<file path="src/rtl/tx8b10b_arbiter.sv">
// Round-robin, packet-granular arbiter sharing one 8b10b Tx byte FIFO.
// Optional macro TX8B10B_ARB_PRIORITY_EN gives requester 0 strict priority.
module tx8b10b_arbiter #(
  parameter int NUM_REQ   = 4,
  parameter int CLK_RATE  = 8,
  parameter int MAX_BURST = 16
) (
  input  logic                 clk,
  input  logic                 rst,
  input  logic [NUM_REQ-1:0]   reqValid,
  input  logic [8*NUM_REQ-1:0] reqData,
  input  logic [NUM_REQ-1:0]   reqLast,
  output logic [NUM_REQ-1:0]   reqReady,
  output logic [NUM_REQ-1:0]   grant,
  output logic                 busy,
  output logic                 txEnable,
  output logic [7:0]           txDataIn,
  output logic                 txWriteStrobe,
  input  logic                 txFull
);

  localparam int PW = $clog2(NUM_REQ);
  localparam int CW = $clog2(CLK_RATE);
  localparam logic [CW-1:0] EN_LOAD = CW'(CLK_RATE - 1);
  localparam logic [7:0] BURST_MAX = 8'(MAX_BURST);
  localparam logic [PW-1:0] LAST_IDX = PW'(NUM_REQ - 1);
  localparam logic [NUM_REQ-1:0] ONE = NUM_REQ'(1);

  typedef enum logic [1:0] {
    IDLE,
    XFER,
    GAP
  } state_t;

  state_t        state;
  logic [CW-1:0] enCnt;
  logic [PW-1:0] ptr;
  logic [PW-1:0] gIdx;
  logic [7:0]    burstCnt;

  logic          beat;
  logic [7:0]    selByte;
  logic          selLast;
  logic          pickHit;
  logic [PW-1:0] pickIdx;
  logic [PW-1:0] nextPtr;
  logic          endPkt;

  always_ff @(posedge clk) begin
    if (!rst) begin
      enCnt    <= EN_LOAD;
      txEnable <= 1'b0;
    end else if (enCnt == '0) begin
      enCnt    <= EN_LOAD;
      txEnable <= 1'b1;
    end else begin
      enCnt    <= enCnt - 1'b1;
      txEnable <= 1'b0;
    end
  end

  always_comb begin
    reqReady = '0;
    if (state == XFER && !txFull)
      reqReady = grant;
  end

  assign beat = |(reqValid & reqReady);

  always_comb begin
    selByte = 8'h00;
    selLast = 1'b0;
    for (int k = 0; k < NUM_REQ; k++) begin
      if (gIdx == PW'(k)) begin
        selByte = reqData[8*k +: 8];
        selLast = reqLast[k];
      end
    end
  end

  // First valid requester at or after the pointer, wrapping around
  always_comb begin
    pickHit = 1'b0;
    pickIdx = '0;
    for (int i = 0; i < NUM_REQ; i++) begin
`ifdef TX8B10B_ARB_PRIORITY_EN
      if (!pickHit && reqValid[(int'(ptr) + i) % NUM_REQ]
          && ((int'(ptr) + i) % NUM_REQ) != 0) begin
`else
      if (!pickHit && reqValid[(int'(ptr) + i) % NUM_REQ]) begin
`endif
        pickHit = 1'b1;
        pickIdx = PW'((int'(ptr) + i) % NUM_REQ);
      end
    end
`ifdef TX8B10B_ARB_PRIORITY_EN
    if (reqValid[0]) begin
      pickHit = 1'b1;
      pickIdx = '0;
    end
`endif
  end

  always_comb begin
    nextPtr = (gIdx == LAST_IDX) ? '0 : gIdx + 1'b1;
`ifdef TX8B10B_ARB_PRIORITY_EN
    if (gIdx == '0)
      nextPtr = ptr;
`endif
  end

  assign endPkt = selLast || (burstCnt + 8'd1 == BURST_MAX);

  always_ff @(posedge clk) begin
    if (!rst) begin
      state         <= IDLE;
      grant         <= '0;
      busy          <= 1'b0;
      gIdx          <= '0;
      ptr           <= '0;
      burstCnt      <= 8'h00;
      txDataIn      <= 8'h00;
      txWriteStrobe <= 1'b0;
    end else begin
      txWriteStrobe <= 1'b0;
      unique case (state)
        IDLE: begin
          if (pickHit) begin
            grant    <= ONE << pickIdx;
            busy     <= 1'b1;
            gIdx     <= pickIdx;
            burstCnt <= 8'h00;
            state    <= XFER;
          end
        end
        XFER: begin
          if (beat) begin
            txDataIn      <= selByte;
            txWriteStrobe <= 1'b1;
            burstCnt      <= burstCnt + 8'd1;
            if (endPkt) begin
              grant <= '0;
              busy  <= 1'b0;
              ptr   <= nextPtr;
              state <= IDLE;
            end else begin
              state <= GAP;
            end
          end
        end
        // Lets the registered full flag see the write just issued
        GAP: state <= XFER;
        default: state <= IDLE;
      endcase
    end
  end

endmodule
</file>
<file path="config.mk">
export PLATFORM = sky130hd
export DESIGN_NAME = tx8b10b_arbiter
export DESIGN_NICKNAME = d
export VERILOG_FILES = /design/src/rtl/tx8b10b_arbiter.sv
export SDC_FILE = /design/constraint.sdc
export NUM_CORES = 1
export LEC_CHECK = 0
export ABC_AREA = 1
export CORE_MARGIN = 5
export CORE_UTILIZATION = 30
export CTS_CLUSTER_SIZE = 28
export DETAILED_ROUTE_END_ITERATION = 12
export SLEW_MARGIN = 20
export SYNTH_ARGS = -nofsm -noshare
export SYNTH_HDL_FRONTEND = slang
export SYNTH_SLANG_ARGS = --single-unit
</file>
<file path="constraint.sdc">
create_clock -name clk -period 3.29 [get_ports clk]
set_clock_uncertainty 0.15 [all_clocks]
set_input_delay 0.4935 -clock clk [delete_from_list [all_inputs] [get_ports clk]]
set_output_delay 0.4935 -clock clk [all_outputs]
set_load 0.01 [all_outputs]
</file>
Word-level counts from Yosys, hierarchy flattened
Index checks and enable logic that the tools add are counted.
{"block": "op_classes", "add_sub_neg": 6, "magnitude_cmp": 4, "n_eq_ne": 9, "shift": 1, "muxes": 46, "bitwise_logic": 5, "n_reduce_logical": 25}
{"cell": "$mux W8", "count": 6}
{"cell": "$mux W1", "count": 20}
{"cell": "$mux W2", "count": 8}
{"cell": "$mux W4", "count": 4}
{"cell": "$pmux W8 S2", "count": 1}
{"cell": "$lt A3 B4 Y1 const B", "count": 3}
{"cell": "$add A8 B1 Y8 const B", "count": 1}
{"cell": "$bmux W1 S2", "count": 4}
{"cell": "$eq A8 B5 Y1 const B", "count": 1}
{"cell": "$pmux W4 S2", "count": 1}
{"cell": "$reduce_and A2 Y1", "count": 4}
{"cell": "$reduce_or A2 Y1", "count": 4}
{"cell": "$eq A2 B2 Y1 const B", "count": 3}
{"cell": "$ne A2 B2 Y1 const B", "count": 3}
{"cell": "$pmux W2 S3", "count": 1}
{"cell": "$reduce_and A3 Y1", "count": 2}
{"cell": "$add A2 B1 Y2 const B", "count": 2}
{"cell": "$add A2 B2 Y2 const B", "count": 2}
{"cell": "$and A4 B4 Y4", "count": 1}
{"cell": "$eq A2 B1 Y1 const B", "count": 2}
{"cell": "$logic_and A1 B1 Y1", "count": 4}
{"cell": "$logic_not A1 Y1", "count": 4}
{"cell": "$logic_not A2 Y1", "count": 2}
{"cell": "$reduce_and A4 Y1", "count": 1}
{"cell": "other kinds (10)", "count": 12}
{"block": "word_totals", "ff_bits": 32, "inputBits": 43, "word_cells": 106}

Logic depth before layout (Yosys ltp)
Gate-level depths: netlist (run 1).
{"block": "logic_depth", "word_depth": 17, "ltp_mapped": 14, "mapped_depth_nobuf": 14}

Worst setup path before layout (run 1)
OpenSTA, ideal clock, no wires.
{"block": "synth_path", "path_type": "register to register", "start": "reg gIdx[0]", "end": "reg ptr[0]", "arrival_ps": 1567, "required_time_ps": 3011, "path_slack_ps": 1444, "path_stages_with_launch": 13, "period_less_slack_ps": 1846, "path_cell_list": "dfxtp_1 inv_1 ha_1 clkbuf_1 inv_1 nor2_1 a21oi_1 mux2i_1 nand2_1 nand2_1 nand2_1 o21ai_0 nor2_1"}
{"block": "synth_via", "elab_chain_len": 7, "word_cells_on_any_way": 12, "cone_classes": "add/sub: 1; eq/ne: 3; mux: 5; reduce/logical: 3"}
{"item": "start, declared", "line": "38", "source": "logic [PW-1:0] gIdx;"}
{"item": "start signal, assigned", "line": "131", "source": "gIdx <= pickIdx;"}
{"item": "$logic_not A2 Y1", "line": "74", "source": "if (gIdx == PW'(k)) begin"}
{"item": "$mux W1 (4 in series)", "line": "74"}
{"item": "$logic_or A1 B1 Y1", "line": "112", "source": "assign endPkt = selLast || (burstCnt + 8'd1 == BURST_MAX);"}
{"item": "$reduce_and A3 Y1 (no line)"}
{"item": "end signal, assigned", "line": "144", "source": "ptr <= nextPtr;"}
{"item": "end, declared", "line": "37", "source": "logic [PW-1:0] ptr;"}
Parallel ways exist; a longest one is shown, timed or not.
A chain may end at the register's enable or synchronous reset.

Worst setup path after layout (run 1)
{"block": "layout_path", "start": "in txFull", "end": "out reqReady[3]"}
{"block": "layout_via", "elab_chain_len": 3}
{"item": "start, declared", "line": "19", "source": "input logic txFull"}
{"item": "$logic_not A1 Y1", "line": "64", "source": "if (state == XFER && !txFull)"}
{"item": "$logic_and A1 B1 Y1", "line": "64"}
{"item": "$mux W4", "line": "64"}
{"item": "end, declared", "line": "13", "source": "output logic [NUM_REQ-1:0] reqReady,"}
No other way between the ends.

==> flow_summary.ini, run 1 <==
[drt]
totalWireLength_um = 5050
via_per_inst = 4.61
drc = 0
ant_nets = 0
post_drt_wl_per_cell_um = 10.8
routed-via-count = 2149
drt-initial-drc-count = 41
first_pass_iters = 4

[clocking]
htreeDepth = 2
cts_setup_buffers = 0
cts-root-buf = clkbuf_8
post_cts_resized = 0
clk_latency_ns = 0.28
numCtsBuffers = 5
cts_hold_buf = 0
cts_sinks = 32
clkTransAtPathRegs_ns = 0.07
clockBufferDepth = 2
cts_tree = yes

[pwr]
leakagePower_nw = 1.22
vdd_drop_max_mv = 0.147
powerDensity_nw_per_um2 = 372

[finish]
antennaDiodeCount = 0
final_common_cell = nand2_1
mostFrequentLayoutCells = 95 x nand2_1, 61 x clkdlybuf4s50_1, 43 x nor2_1
syn2layout_area_growth_pct = 37.8
instances_no_fill = 466
drive_gt1_share_pct = 6.74
fin_nets = 435

[place]
port_buffers = 61
gp_congestion = 0.834
place_hpwl_um = 4100
dp_cells = 458

[synthesis]
syn_area_per_cell_um2 = 6.21
ys_seq_elements = 32
syn_nets = 375
synthDistinctLibCells = 28
synth_area_um2 = 2020
ys_warn_count = 0
synth_seq_area_share_pct = 31.7
synthCells = 325

[die]
die_h_um = 92.0
die_x_um = 92.0
die_area_um2 = 8470
io_pins = 62
start_util_pct = 30.2
row_count = 30
core-area_um2 = 6680

[setup_path]
end_kind = output pin
crit_type = in -> out
critPathMaxFanout = 4
cp.required_ns = 2.65
start_kind = input port
worst-endpoint-arrival_ns = 1.84

[status]
outcome = complete, no violations

[timing]
period_share_pct = 75.4
tightest_slew_ns = 0.524
rsz0062_at_grt = false
timing.setup.tns_ns = 0
worst_hold_slack_ns = 0.256
hold_viol = 0
drv_slew = 0
clock.fmax_ghz = 0.403
finalSetupViolCount = 0
relSlewSlack_pct = 65.1
finalWorstPathRequiredPeriod_ns = 2.48

[global_route]
grt_use_total_pct = 12.0
grt_max_degree = 19
gr-total-overflow = 0
grt_pass1_wl_um = 8540
antenna_found_initial = 0
grt_pass1_vias = 1980

[min_path]
hp-class = reg -> reg

[flow_run]
drv_cap = 0
final timing paths:
kind	startpoint	endpoint	slack, ns	cells past startpoint
max	txFull	reqReady[3]	0.81	5
min	enCnt[0]	enCnt[0]	0.26	1
max reg2reg	gIdx[0]	ptr[0]	0.90	10
min reg2reg	enCnt[0]	enCnt[0]	0.26	1
registers in the layout, summed over array words and instances (netlist names):
| name | flops |
|---|---|
| burstCnt | 8 |
| txDataIn | 8 |
| grant | 4 |
| enCnt | 3 |
| gIdx | 2 |
| ptr | 2 |
| state | 2 |
| busy | 1 |
| txEnable | 1 |
| txWriteStrobe | 1 |
synthesized netlist by cell type, drive strengths merged:
master	n	area [um^2]
nand4	2	12.5
dfxtp	32	641
nand3b	4	42.5
and2	1	6.26
ha	7	87.6
o21bai	1	7.51
nand2	102	415
clkbuf	6	22.5
nor3	1	5.00
mux2i	1	10.0
inv	34	128
a31oi	1	6.26
buf	4	32.5
o21ai	31	155
nor2	45	179
clkinv	2	7.51
a21oi	27	139
a211oi	1	7.51
nand3	23	115
metal layers:
| layer | wire, um | up-vias | track usage, % |
|---|---|---|---|
| li1 | - | 1159 | - |
| met1 | 2290 | 929 | 14.1 |
| met2 | 2240 | 57 | 20.6 |
| met3 | 477 | 4 | 4.51 |
| met4 | 45 | 0 | 2.97 |
| met5 | 0 | - | 0 |
power by group:
part | internal, W | switching [W]
clock | 0.000150 | 0.000158
combinational | 0.000139 | 0.000158
sequential | 0.000412 | 0.0000198
cell families after synthesis:
family / after synthesis / share of synthesized area, %
AND/OR/NAND/NOR: 178 / 38.4
AO/OA/AOI/OAI: 61 / 15.6
buffers and inverters: 46 / 9.42
flip-flops: 32 / 31.7
adder cells (fa/ha/maj): 7 / 4.34
multiplexers: 1 / 0.496
worst max-delay path, cell delays in order:
cell	delay (ns)
clkdlybuf4s50_1	0.40
nor2_1	0.17
inv_2	0.07
nor2_1	0.14
clkdlybuf4s50_1	0.56
area by class of cell:
| cell class | instances | area, um^2 |
|---|---|---|
| clock buffer | 5 | 68.8 |
| multi-input combinational | 247 | 1190 |
| inverter | 36 | 135 |
| fill | 733 | 3900 |
| timing repair buffer | 63 | 626 |
| sequential | 32 | 641 |
| clock inverter | 3 | 23.8 |
| tap | 80 | 100 |
through the flow:
stage	setup WS [ns]	utilization, %	cell area [um^2]	power (W)
after floorplan	1.44	-	2020	0.000623
after global placement	0.799	40.3	2690	0.000739
after detailed placement	0.807	40.3	2690	0.000740
after CTS	0.799	41.6	2780	0.00105
after global routing	0.661	41.6	2780	0.00111
final	0.811	41.6	2780	0.00104
Power figures use the tool's default switching activity.
==> inputs of run 2 (changes only) <==
==> constraint.sdc (replaced) <==
create_clock -name clk -period 2.4 [get_ports clk]
set_clock_uncertainty 0.15 [all_clocks]
set_input_delay 0.36 -clock clk [delete_from_list [all_inputs] [get_ports clk]]
set_output_delay 0.36 -clock clk [all_outputs]
set_load 0.01 [all_outputs]
==> flow_summary.ini, run 2 (synthesized netlist as in run 1, its figures left out) <==
[timing]
period_share_pct = 93.2
clock.fmax_ghz = 0.447
rsz0062_at_grt = false
worst_slack_ns = 0.164
hold_viol = 0
drv_slew = 0
tightest_slew_ns = 0.431
relSlewSlack_pct = 71.1
finalSetupViolCount = 0
timing.setup.tns_ns = 0
finalWorstPathRequiredPeriod_ns = 2.24

[global_route]
grt_use_total_pct = 13.1
antenna_found_initial = 0
gr-total-overflow = 0
grt_pass1_vias = 2049
grt_max_degree = 18
grt_pass1_wl_um = 9230

[clocking]
cts_sinks = 32
cts_tree = yes
post_cts_resized = 0
numCtsBuffers = 5
cts_hold_buf = 0
clk_latency_ns = 0.28
clockBufferDepth = 2
clkTransAtPathRegs_ns = 0.07
htreeDepth = 2
cts-root-buf = clkbuf_8
cts_setup_buffers = 0

[die]
die_h_um = 92.0
row_count = 30
die_x_um = 92.0
start_util_pct = 30.2
io_pins = 62
die_area_um2 = 8470
core-area_um2 = 6680

[finish]
final_common_cell = nand2_1
largestRegisters = burstCnt: 8 flops, txDataIn: 8 flops, grant: 4 flops
drive_gt1_share_pct = 7.93
mostFrequentLayoutCells = 95 x nand2_1, 61 x clkdlybuf4s50_1, 43 x nor2_1
syn2layout_area_growth_pct = 40.2
final_area_um2 = 2830
fin_nets = 441
antennaDiodeCount = 0

[pwr]
leakagePower_nw = 1.26
vdd_drop_max_mv = 0.242
powerDensity_nw_per_um2 = 513
report.power.total_w = 0.00145

[min_path]
hp-class = reg -> reg

[flow_run]
drv_cap = 0

[setup_path]
worstSetupEndpoint = reqReady[2]
critPathMaxFanout = 5
rr_worst_depth = 10
r2r_end = ptr[0]
rrSetupSlack_ns = 0.28
crit_start = state[1]
start_kind = flop
end_kind = output pin
crit_type = reg -> out
cp.required_ns = 1.89
worst-endpoint-arrival_ns = 1.73
r2r_start = gIdx[0]

[drt]
drc = 0
first_pass_iters = 4
post_drt_wl_per_cell_um = 11.2
via_per_inst = 4.61
totalWireLength_um = 5260
ant_nets = 0
drt-initial-drc-count = 70
routed-via-count = 2171

[place]
dpl_cell_area_um2 = 2740
port_buffers = 61
gp_congestion = 0.895
post-place-ws_ns = 0.171
place_hpwl_um = 4300

[status]
outcome = complete, no violations
## run 2: cell type report
class / count / area [um^2]
clock buffer: 7 / 96.3
fill: 726 / 3850
inverter: 36 / 135
multi-input combinational: 247 / 1190
sequential: 32 / 641
tap: 80 / 100
timing repair buffer: 69 / 671
## run 2: worst min-delay path by stage
stage	start	endpoint	slack (ns)	depth (start not counted)
finish	enCnt[0]	enCnt[0]	0.24	1
global route	enCnt[0]	enCnt[0]	0.26	1
CTS	enCnt[0]	enCnt[0]	0.24	1
detailed placement	enCnt[0]	enCnt[0]	0.23	1
global placement	enCnt[0]	enCnt[0]	0.23	1
floorplan	enCnt[0]	enCnt[0]	0.22	1
## run 2: critical path, stage by stage, from the launching register on
cell and delay (ns):
dfxtp_1 0.33, inv_1 0.05, nand2_1 0.12, nor2_1 0.18
inv_2 0.07, nor2_1 0.14, clkdlybuf4s50_1 0.56
## run 2: power breakdown
part	internal [W]	switching (W)
logic	0.000199	0.000221
registers	0.000565	0.0000262
clock network	0.000255	0.000187
## run 2: through the flow
stage	cells	util (%)	hold WS [ns]
2_1_floorplan	325	-	0.215
3_3_place_gp	464	40.9	0.225
3_5_place_dp	464	40.9	0.227
4_1_cts	471	42.4	0.242
5_1_grt	471	42.4	0.265
6_report	471	42.4	0.239
## run 2: routing by layer
layer | vias up | wire length [um] | track usage [%]
li1 | 1166 | - | -
met1 | 944 | 2430 | 16.2
met2 | 57 | 2340 | 21.8
met3 | 4 | 438 | 4.59
met4 | 0 | 49 | 2.97
met5 | - | 0 | 0
